### config.mk
export PLATFORM = sky130hd
export DESIGN_NAME = sha3_row_bus_serializer
export DESIGN_NICKNAME = d
export VERILOG_FILES = /design/src/rtl/sha3_row_bus_pkg.sv /design/src/rtl/sha3_row_slot.sv /design/src/rtl/sha3_row_bus_serializer.sv
export SDC_FILE = /design/constraint.sdc
export NUM_CORES = 2
export LEC_CHECK = 0
export ABC_AREA = 1
export BUFFER_PORTS_ARGS = -buffer_cell sky130_fd_sc_hd__buf_2
export CAP_MARGIN = 10
export CELL_PAD_IN_SITES_DETAIL_PLACEMENT = 0
export CELL_PAD_IN_SITES_GLOBAL_PLACEMENT = 2
export CORE_AREA = 2 2 745 747
export CTS_CLUSTER_SIZE = 16
export DETAILED_ROUTE_END_ITERATION = 8
export DIE_AREA = 0 0 747 749
export PLACE_DENSITY_LB_ADDON = 0.08
export SLEW_MARGIN = 5
export SYNTH_ARGS = -nofsm -noshare
export SYNTH_HDL_FRONTEND = slang
export SYNTH_HIERARCHICAL = 1
export SYNTH_SLANG_ARGS = --single-unit
### constraint.sdc
create_clock -name clk -period 2.05 [get_ports clk]
set_clock_uncertainty 0.05 [all_clocks]
set_input_delay 0.205 -clock clk [delete_from_list [all_inputs] [get_ports clk]]
set_output_delay 0.205 -clock clk [all_outputs]
set_load 0.01 [all_outputs]
### src/rtl/sha3_row_bus_pkg.sv
// Shared constants, beat-count helper and FSM state type for the SHA3 row-bus serializer.
package sha3_row_bus_pkg;

    localparam int unsigned SHA3_ROWS  = 5;
    localparam int unsigned SHA3_LANES = 5;

    typedef enum logic {
        ROWSER_IDLE,
        ROWSER_DRAIN
    } rowser_state_e;

    function automatic int unsigned sha3_beats(input int unsigned rows_per_beat);
        return (SHA3_ROWS + rows_per_beat - 1) / rows_per_beat;
    endfunction

endpackage

### src/rtl/sha3_row_slot.sv
// One full-state capture register with an occupied flag and load/free strobes.
module sha3_row_slot
    import sha3_row_bus_pkg::*;
#(
    parameter int unsigned LANE_W = 64
) (
    input  logic                                            clk,
    input  logic                                            rst,
    input  logic                                            load,
    input  logic                                            free,
    input  logic [SHA3_ROWS-1:0][SHA3_LANES-1:0][LANE_W-1:0] rows_in,
    output logic [SHA3_ROWS-1:0][SHA3_LANES-1:0][LANE_W-1:0] rows_out,
    output logic                                            occupied
);

    logic                                            occ_q, occ_d;
    logic [SHA3_ROWS-1:0][SHA3_LANES-1:0][LANE_W-1:0] data_q, data_d;

    always_comb begin
        occ_d  = occ_q;
        data_d = data_q;
        if (load) begin
            occ_d  = 1'b1;
            data_d = rows_in;
        end else if (free) begin
            occ_d = 1'b0;
        end
    end

    always_ff @(posedge clk) begin
        if (rst) begin
            occ_q  <= 1'b0;
            data_q <= '0;
        end else begin
            occ_q  <= occ_d;
            data_q <= data_d;
        end
    end

    assign rows_out = data_q;
    assign occupied = occ_q;

endmodule

### src/rtl/sha3_row_bus_serializer.sv
// Buffers a full 5x5 Keccak state and replays it as ready/valid row-group beats.
// Define SHA3_ROWSER_PINGPONG_EN for two capture slots (capture during drain, no bubble).
module sha3_row_bus_serializer
    import sha3_row_bus_pkg::*;
#(
    parameter int unsigned LANE_W        = 64,
    parameter int unsigned ROWS_PER_BEAT = 1
) (
    input  logic                                                clk,
    input  logic                                                rst,
    input  logic                                                in_sample,
    input  logic [SHA3_ROWS-1:0][SHA3_LANES-1:0][LANE_W-1:0]     in_rows,
    output logic                                                in_ready,
    output logic                                                out_valid,
    input  logic                                                out_ready,
    output logic [ROWS_PER_BEAT-1:0][SHA3_LANES-1:0][LANE_W-1:0] out_rows,
    output logic [2:0]                                          out_row_idx,
    output logic [ROWS_PER_BEAT-1:0]                            out_row_mask,
    output logic                                                out_last,
    output logic                                                overflow
);

    localparam int unsigned BEATS = sha3_beats(ROWS_PER_BEAT);

    typedef logic [SHA3_ROWS-1:0][SHA3_LANES-1:0][LANE_W-1:0] rows_t;

    rowser_state_e state_q, state_d;
    logic [2:0]    b_q, b_d;
    logic          overflow_q, overflow_d;
    logic          capture, accept, last_beat, release_last, pending;
    rows_t         cur_rows;

    assign capture      = in_sample && in_ready;
    assign accept       = out_valid && out_ready;
    assign last_beat    = (b_q == 3'(BEATS - 1));
    assign release_last = accept && last_beat;

`ifdef SHA3_ROWSER_PINGPONG_EN
    logic [1:0] slot_occ, slot_load, slot_free;
    rows_t      slot_rows [2];
    logic       rd_ptr_q, rd_ptr_d, wr_ptr_q, wr_ptr_d;

    for (genvar i = 0; i < 2; i++) begin : g_slot
        sha3_row_slot #(.LANE_W(LANE_W)) u_slot (
            .clk      (clk),
            .rst      (rst),
            .load     (slot_load[i]),
            .free     (slot_free[i]),
            .rows_in  (in_rows),
            .rows_out (slot_rows[i]),
            .occupied (slot_occ[i])
        );
    end

    // Slots form a two-entry ring: write pointer always names the free slot when in_ready.
    always_comb begin
        slot_load           = '0;
        slot_free           = '0;
        slot_load[wr_ptr_q] = capture;
        slot_free[rd_ptr_q] = release_last;
        wr_ptr_d            = wr_ptr_q ^ capture;
        rd_ptr_d            = rd_ptr_q ^ release_last;
    end

    always_ff @(posedge clk) begin
        if (rst) begin
            rd_ptr_q <= 1'b0;
            wr_ptr_q <= 1'b0;
        end else begin
            rd_ptr_q <= rd_ptr_d;
            wr_ptr_q <= wr_ptr_d;
        end
    end

    assign in_ready = ~&slot_occ;
    assign cur_rows = slot_rows[rd_ptr_q];
    assign pending  = slot_occ[~rd_ptr_q] | capture;
`else
    logic slot_occ;

    sha3_row_slot #(.LANE_W(LANE_W)) u_slot (
        .clk      (clk),
        .rst      (rst),
        .load     (capture),
        .free     (release_last),
        .rows_in  (in_rows),
        .rows_out (cur_rows),
        .occupied (slot_occ)
    );

    assign in_ready = ~slot_occ;
    assign pending  = 1'b0;
`endif

    always_comb begin
        state_d    = state_q;
        b_d        = b_q;
        overflow_d = overflow_q | (in_sample & ~in_ready);
        case (state_q)
            ROWSER_IDLE: begin
                if (capture) begin
                    state_d = ROWSER_DRAIN;
                    b_d     = '0;
                end
            end
            ROWSER_DRAIN: begin
                if (accept) begin
                    if (last_beat) begin
                        b_d = '0;
                        if (!pending) state_d = ROWSER_IDLE;
                    end else begin
                        b_d = b_q + 3'd1;
                    end
                end
            end
            default: state_d = ROWSER_IDLE;
        endcase
    end

    always_ff @(posedge clk) begin
        if (rst) begin
            state_q    <= ROWSER_IDLE;
            b_q        <= '0;
            overflow_q <= 1'b0;
        end else begin
            state_q    <= state_d;
            b_q        <= b_d;
            overflow_q <= overflow_d;
        end
    end

    assign out_valid   = (state_q == ROWSER_DRAIN);
    assign out_row_idx = b_q * 3'(ROWS_PER_BEAT);
    assign out_last    = out_valid && last_beat;
    assign overflow    = overflow_q;

    // Rows past the bottom of the state are padding: zero data, mask bit clear.
    for (genvar k = 0; k < ROWS_PER_BEAT; k++) begin : g_mux
        logic [3:0] row_sel;
        assign row_sel         = {1'b0, out_row_idx} + 4'(k);
        assign out_row_mask[k] = out_valid && (row_sel < 4'(SHA3_ROWS));
        assign out_rows[k]     = out_row_mask[k] ? cur_rows[row_sel[2:0]] : '0;
    end

endmodule
* After elaboration in Yosys (flattened, before gate mapping)
Cells that the tools add are included.
Word-level totals: register bits 1606, input port bits 1604, output and inout port bits 328
Operators by class: add/subtract/negate cells 1, order comparisons 2, equality and inequality tests 3, multiplexer cells 13, bitwise logic cells 4, reduce and logical (&&, ||, !) cells 7
Operator list (number):
- 320-bit binary-select mux with 3-bit select | 1
- 320-bit two-way mux | 2
- 3-bit two-way mux | 3
- 3-bit one-hot mux with 2 select lines | 1
- 1-bit logical AND | 5
- 1-bit two-way mux | 5
- 3-bit by 4-bit less-than comparator with 1-bit output, second input constant | 1
- 3-bit by 1-bit adder with 3-bit output, second input constant | 1
- 3-bit == test, second input constant | 1
- 3-bit less-than comparator, second input constant | 1
- 2-bit by 1-bit inequality test with 1-bit output, second input constant | 1
- 2-bit inequality test, second input constant | 1
- 1-bit inverter | 2
- 1-bit one-hot mux with 2 select lines | 1
- 2-bit AND reduction | 1
- 2-bit nonzero test | 1
- 1-bit bitwise AND | 1
- 1-bit bitwise OR | 1

* Longest topological paths before layout
depth after elaboration 4, mapped depth 10, depth with buffers taken out 7

* By module
Netlist, hierarchy kept.
By module, submodules not included:
- sha3_row_slot | instances 1, cells each 6938, area an instance 54961.5 sq um, sequential area each 32050.7 sq um
- sha3_row_bus_serializer | instances 1, cells each 3681, area an instance 16473.3 sq um, sequential area each 100.1 sq um

* Worst setup path before layout
No wires, ideal clock.
kind register -> output, from reg state_q (netlist: out_valid), to out out_rows[308] (netlist bit), arrival 1.378 ns, required time 1.795 ns, path slack 0.417 ns, cell stages (with the launch flop) 6, cells stage by stage dfxtp_1 buf_2 clkbuf_1 buf_1 nand3_1 a21oi_1
RTL lines:
- from (decl) | RTL line sha3_row_bus_serializer.sv:27 | rowser_state_e state_q, state_d;
- from (signal assigned) | RTL line sha3_row_bus_serializer.sv:126 | state_q <= state_d;
- to (decl) | RTL line sha3_row_bus_serializer.sv:16 | output logic [ROWS_PER_BEAT-1:0][SHA3_LANES-1:0][LANE_W-1:0] out_rows,

==> out/summary.md <==
Measured along the x axis, the die boundary spans 747 um. The congestion estimate from routability-driven global placement came to 0.834. The tools report the total count of hold-check failures in the final report as 0. The first routing iteration left 4857 violations. Counting instances, the worst hold path has a depth of 4. The average wire length per cell after detail routing came out at 24.9 um.

The setup slack after layout was -1110 ps; the maximum resistive drop on vdd was 0.700 mV. The startpoint identified for the worst register-to-register timing path is u_slot/occupied. After detailed routing, the number of vias per cell comes to 3.95. The largest net degree at the start of global routing came out at 169. Across all register-to-register paths, the minimum setup slack is -60 ps. The smallest clock period supported by the final layout is computed as 3160 ps. The worst setup path is captured at a primary output. The flow ran to the end, but the final reports show violations. The proportion of power drawn by combinational gates came out at 0.214.

The clock tree synthesis step divided the H-tree into 4 levels. The clock passes through at most 4 buffers. The final reports fail on setup timing. After clock tree synthesis, the clock-pin slew on the worst setup and hold paths is 60 ps.

In this run the power spent charging and discharging nets is 30.8 mW. In this run the power density over the cells is 744 mW/mm^2. Leaving out fill and tap cells, the most frequent cell in the layout is nor2_1.

The run gives 0.194 as the total global routing track utilization. Each instance of the synthesized netlist takes up on average 6.73 um^2. Total count of max-transition violations in the final report: 0. The worst setup path is launched from a register. CTS placed an instance of clkbuf_16 at the clock tree root. Endpoint of the worst-slack reg-to-reg timing path: u_slot/rows_out[472]. TritonCTS created 233 clock buffers.

For the worst flop-to-flop path, the logic depth is 7. The static power due to leakage is 57.6 nW. The class of the worst hold path was primary input to register. The critical path goes through buf_16 > clkbuf_16 > buf_8 > buf_12 > nand2_1 > nand3_1 > nand2_1 > a21oi_2 > buf_4 > buf_2. For the leftover overflow at the end of global routing, the log shows 0. Synthesis produced a netlist with a net count of 12200. For the pin with the worst max-slew slack, the measured transition is 914 ps. The number of placement rows came out at 273. The critical path starts at b_q[0].

The run gives 2900 ps as the endpoint arrival time on the critical path. From bottom edge to top edge, the die measures 749 um. STA puts the critical path data required time at 1790 ps. Setup violations remaining at the end of the flow were counted as 329. The biggest cell delay along the critical path is 450 ps. Setup repair after global routing could not meet its margin everywhere. The distinct cell type count after synthesis was 18; the placed wire-length estimate after detailed placement was 437000 um. Counting the fill cells in the layout gives 61900. Synthesis inferred 1606 register bits. The internal power summed over all cells was 67.9 mW; the cell count after synthesis was 10600. The period utilization works out to 1.54. Share of cells above drive strength 1: 0.227. The logs give 0.241 for the final core utilization and 0 for the total DRC errors in the routed layout.

The post-route antenna net violation count came out at 0. For this design, the slowest cell found on the critical path is dfxtp_4. Once placement completed, the tool counted placed cells totaling 19700. The cell that appears most often on the critical path is nand2_1. The post-synthesis instance area is 0.0714 mm^2. The sequential share of power was 0.360. The count of buffers added on input and output ports is 1931.

The critical path in this run is classified as register to primary output. The cell family contributing the most delay on the critical path is buffers and inverters. Relative to the synthesized area, the layout overhead comes to 85.8%. Non-filler instance count after layout: 23000.

Peak fanout along the critical path: 7. The worst relative slew slack is 0.391, and the pre-CTS setup slack is -773 ps. Worst hold path endpoint: u_slot/rows_out[144]. The post-synthesis sequential area ratio is 0.450, and the number of clock sinks is 1606. Summed over all layers, the routed wires come to 574000 um.

For this run, the detailed router's first-pass iteration total came to 5. Counting both buffers and inverters, the worst setup path holds a total of 6. The starting utilization of the core area is 0.130, and the floorplan die area is 0.560 mm^2.

1932 I/O pins were placed. Hold path startpoint: in_rows[144]. The switching portion of total power is 0.312.

The max-capacitance violation count came out at 0. The first global-routing pass estimated 771000 um of wire. In the layout the commonest cells are 3244 x nor2_1, 2742 x dlygate4sd3_1, 1874 x buf_2, 1646 x nand2_1, 1602 x dfxtp_1. After the last flow step, the layout net total stands at 17100. The via count of the first global-routing pass came out at 94700.

Derived from the worst setup path, the maximum achievable clock frequency is 317 MHz. Detailed routing inserted a total of 91000 vias. The floorplan step defined a core boundary enclosing 0.551 mm^2. Share of power burned in the clock network: 0.426. TritonCTS built the clock tree. Yosys printed 6 warnings. The insertion delay of the later-clocked pin in the worst-skew pair is 920 ps, and the initial antenna violation count is 338.
## tightest hold or removal path, cell delays in order
cell,delay [ps]
dlygate4sd3_1,590
buf_2,130
nor2_1,40
nor2_1,80
## stage by stage
step / hold WS (ps) / total power, mW / cell area [um^2] / TNS (ps)
after floorplan: 224 / 42.8 / 71400 / 0
after global placement: 378 / 52.3 / 93900 / -36440
after detailed placement: 382 / 52.2 / 93900 / -35560
after CTS: 0.00455 / 100 / 130000 / -363800
after global routing: 26.4 / 104 / 133000 / -377270
final: 81.9 / 98.7 / 133000 / -300680
## area by class of cell
type,instances,area [um^2],area share
Tap cell,7287,9120,0.0687
Sequential cell,1606,32200,0.242
Timing Repair Buffer,5479,47500,0.358
Clock buffer,366,7030,0.0530
Inverter,52,264,0.00199
Clock inverter,57,666,0.00501
Multi-Input combinational cell,8074,35700,0.269
Antenna cell,128,320,0.00241
## cells in the mapped netlist
| master | n | area [um^2] |
|---|---|---|
| a21oi_1 | 325 | 1630 |
| buf_1 | 23 | 86.3 |
| buf_2 | 213 | 1070 |
| buf_4 | 44 | 330 |
| buf_6 | 97 | 1090 |
| clkbuf_1 | 510 | 1910 |
| dfxtp_1 | 1606 | 32200 |
| ha_1 | 2 | 25.0 |
| inv_1 | 47 | 176 |
| inv_2 | 4 | 15.0 |
| inv_6 | 1 | 8.76 |
| nand2_1 | 1693 | 6350 |
| nand3_1 | 923 | 4620 |
| nor2_1 | 3249 | 12200 |
| o21ai_0 | 1601 | 8010 |
| o21ai_2 | 1 | 8.76 |
| or2_1 | 62 | 388 |
| or2_2 | 218 | 1360 |
## state kept, by name, indices dropped and copies added, names as in the netlist
| register | count |
|---|---|
| u_slot/rows_out | 1600 |
| overflow | 1 |
| b_q | 3 |
| out_valid | 1 |
| u_slot/occupied | 1 |
## power groups by stage
stage	clock (mW)	sequential (mW)	combinational, mW
after floorplan	0	35.4	7.41
after global placement	0	36.3	16.0
after detailed placement	0	36.2	15.9
after CTS	43.9	35.6	20.9
after global routing	45.0	35.8	23.0
final	42.1	35.5	21.1
## metal layers
layer	part of all wire	GRT usage	up-vias	routed length (um)
met5	0.0015	0	-	889
met4	0.026	0.0439	142	14900
met3	0.051	0.0376	797	29000
met2	0.49	0.342	2482	279000
met1	0.44	0.242	43500	250000
li1	-	-	44100	-
## cell families (layout without fill, tap and decap cells)
kind of cell | count (synthesis) | count (layout) | synth area share
fa+ha+maj | 2 | 2 | 0.000350
simple gates | 6145 | 6145 | 0.349
compound gates | 1927 | 1927 | 0.135
other cells | 0 | 128 | 0
buf+inv | 939 | 5954 | 0.0656
flops | 1606 | 1606 | 0.450
## worst max path at each step
| stage | to | slack (ps) | cells after the start |
|---|---|---|---|
| after floorplan | out_rows[308] | 420 | 5 |
| after global placement | out_rows[241] | -760 | 8 |
| after detailed placement | out_rows[241] | -770 | 8 |
| after CTS | out_rows[148] | -1290 | 7 |
| after global routing | out_rows[75] | -1250 | 11 |
| final | out_rows[78] | -1110 | 10 |
## repair_timing
action | CTS | global route
hold buffers | 2742 | 0
cloned | 7 | 22
buffers inserted | 29 | 32
hold endpoints to repair | 1606 | 0
pin swaps | 4 | 21
endpoints found under the setup margin | 336 | 512
resized for setup | 215 | 272
Note: power is estimated with default switching activity, not from simulation.
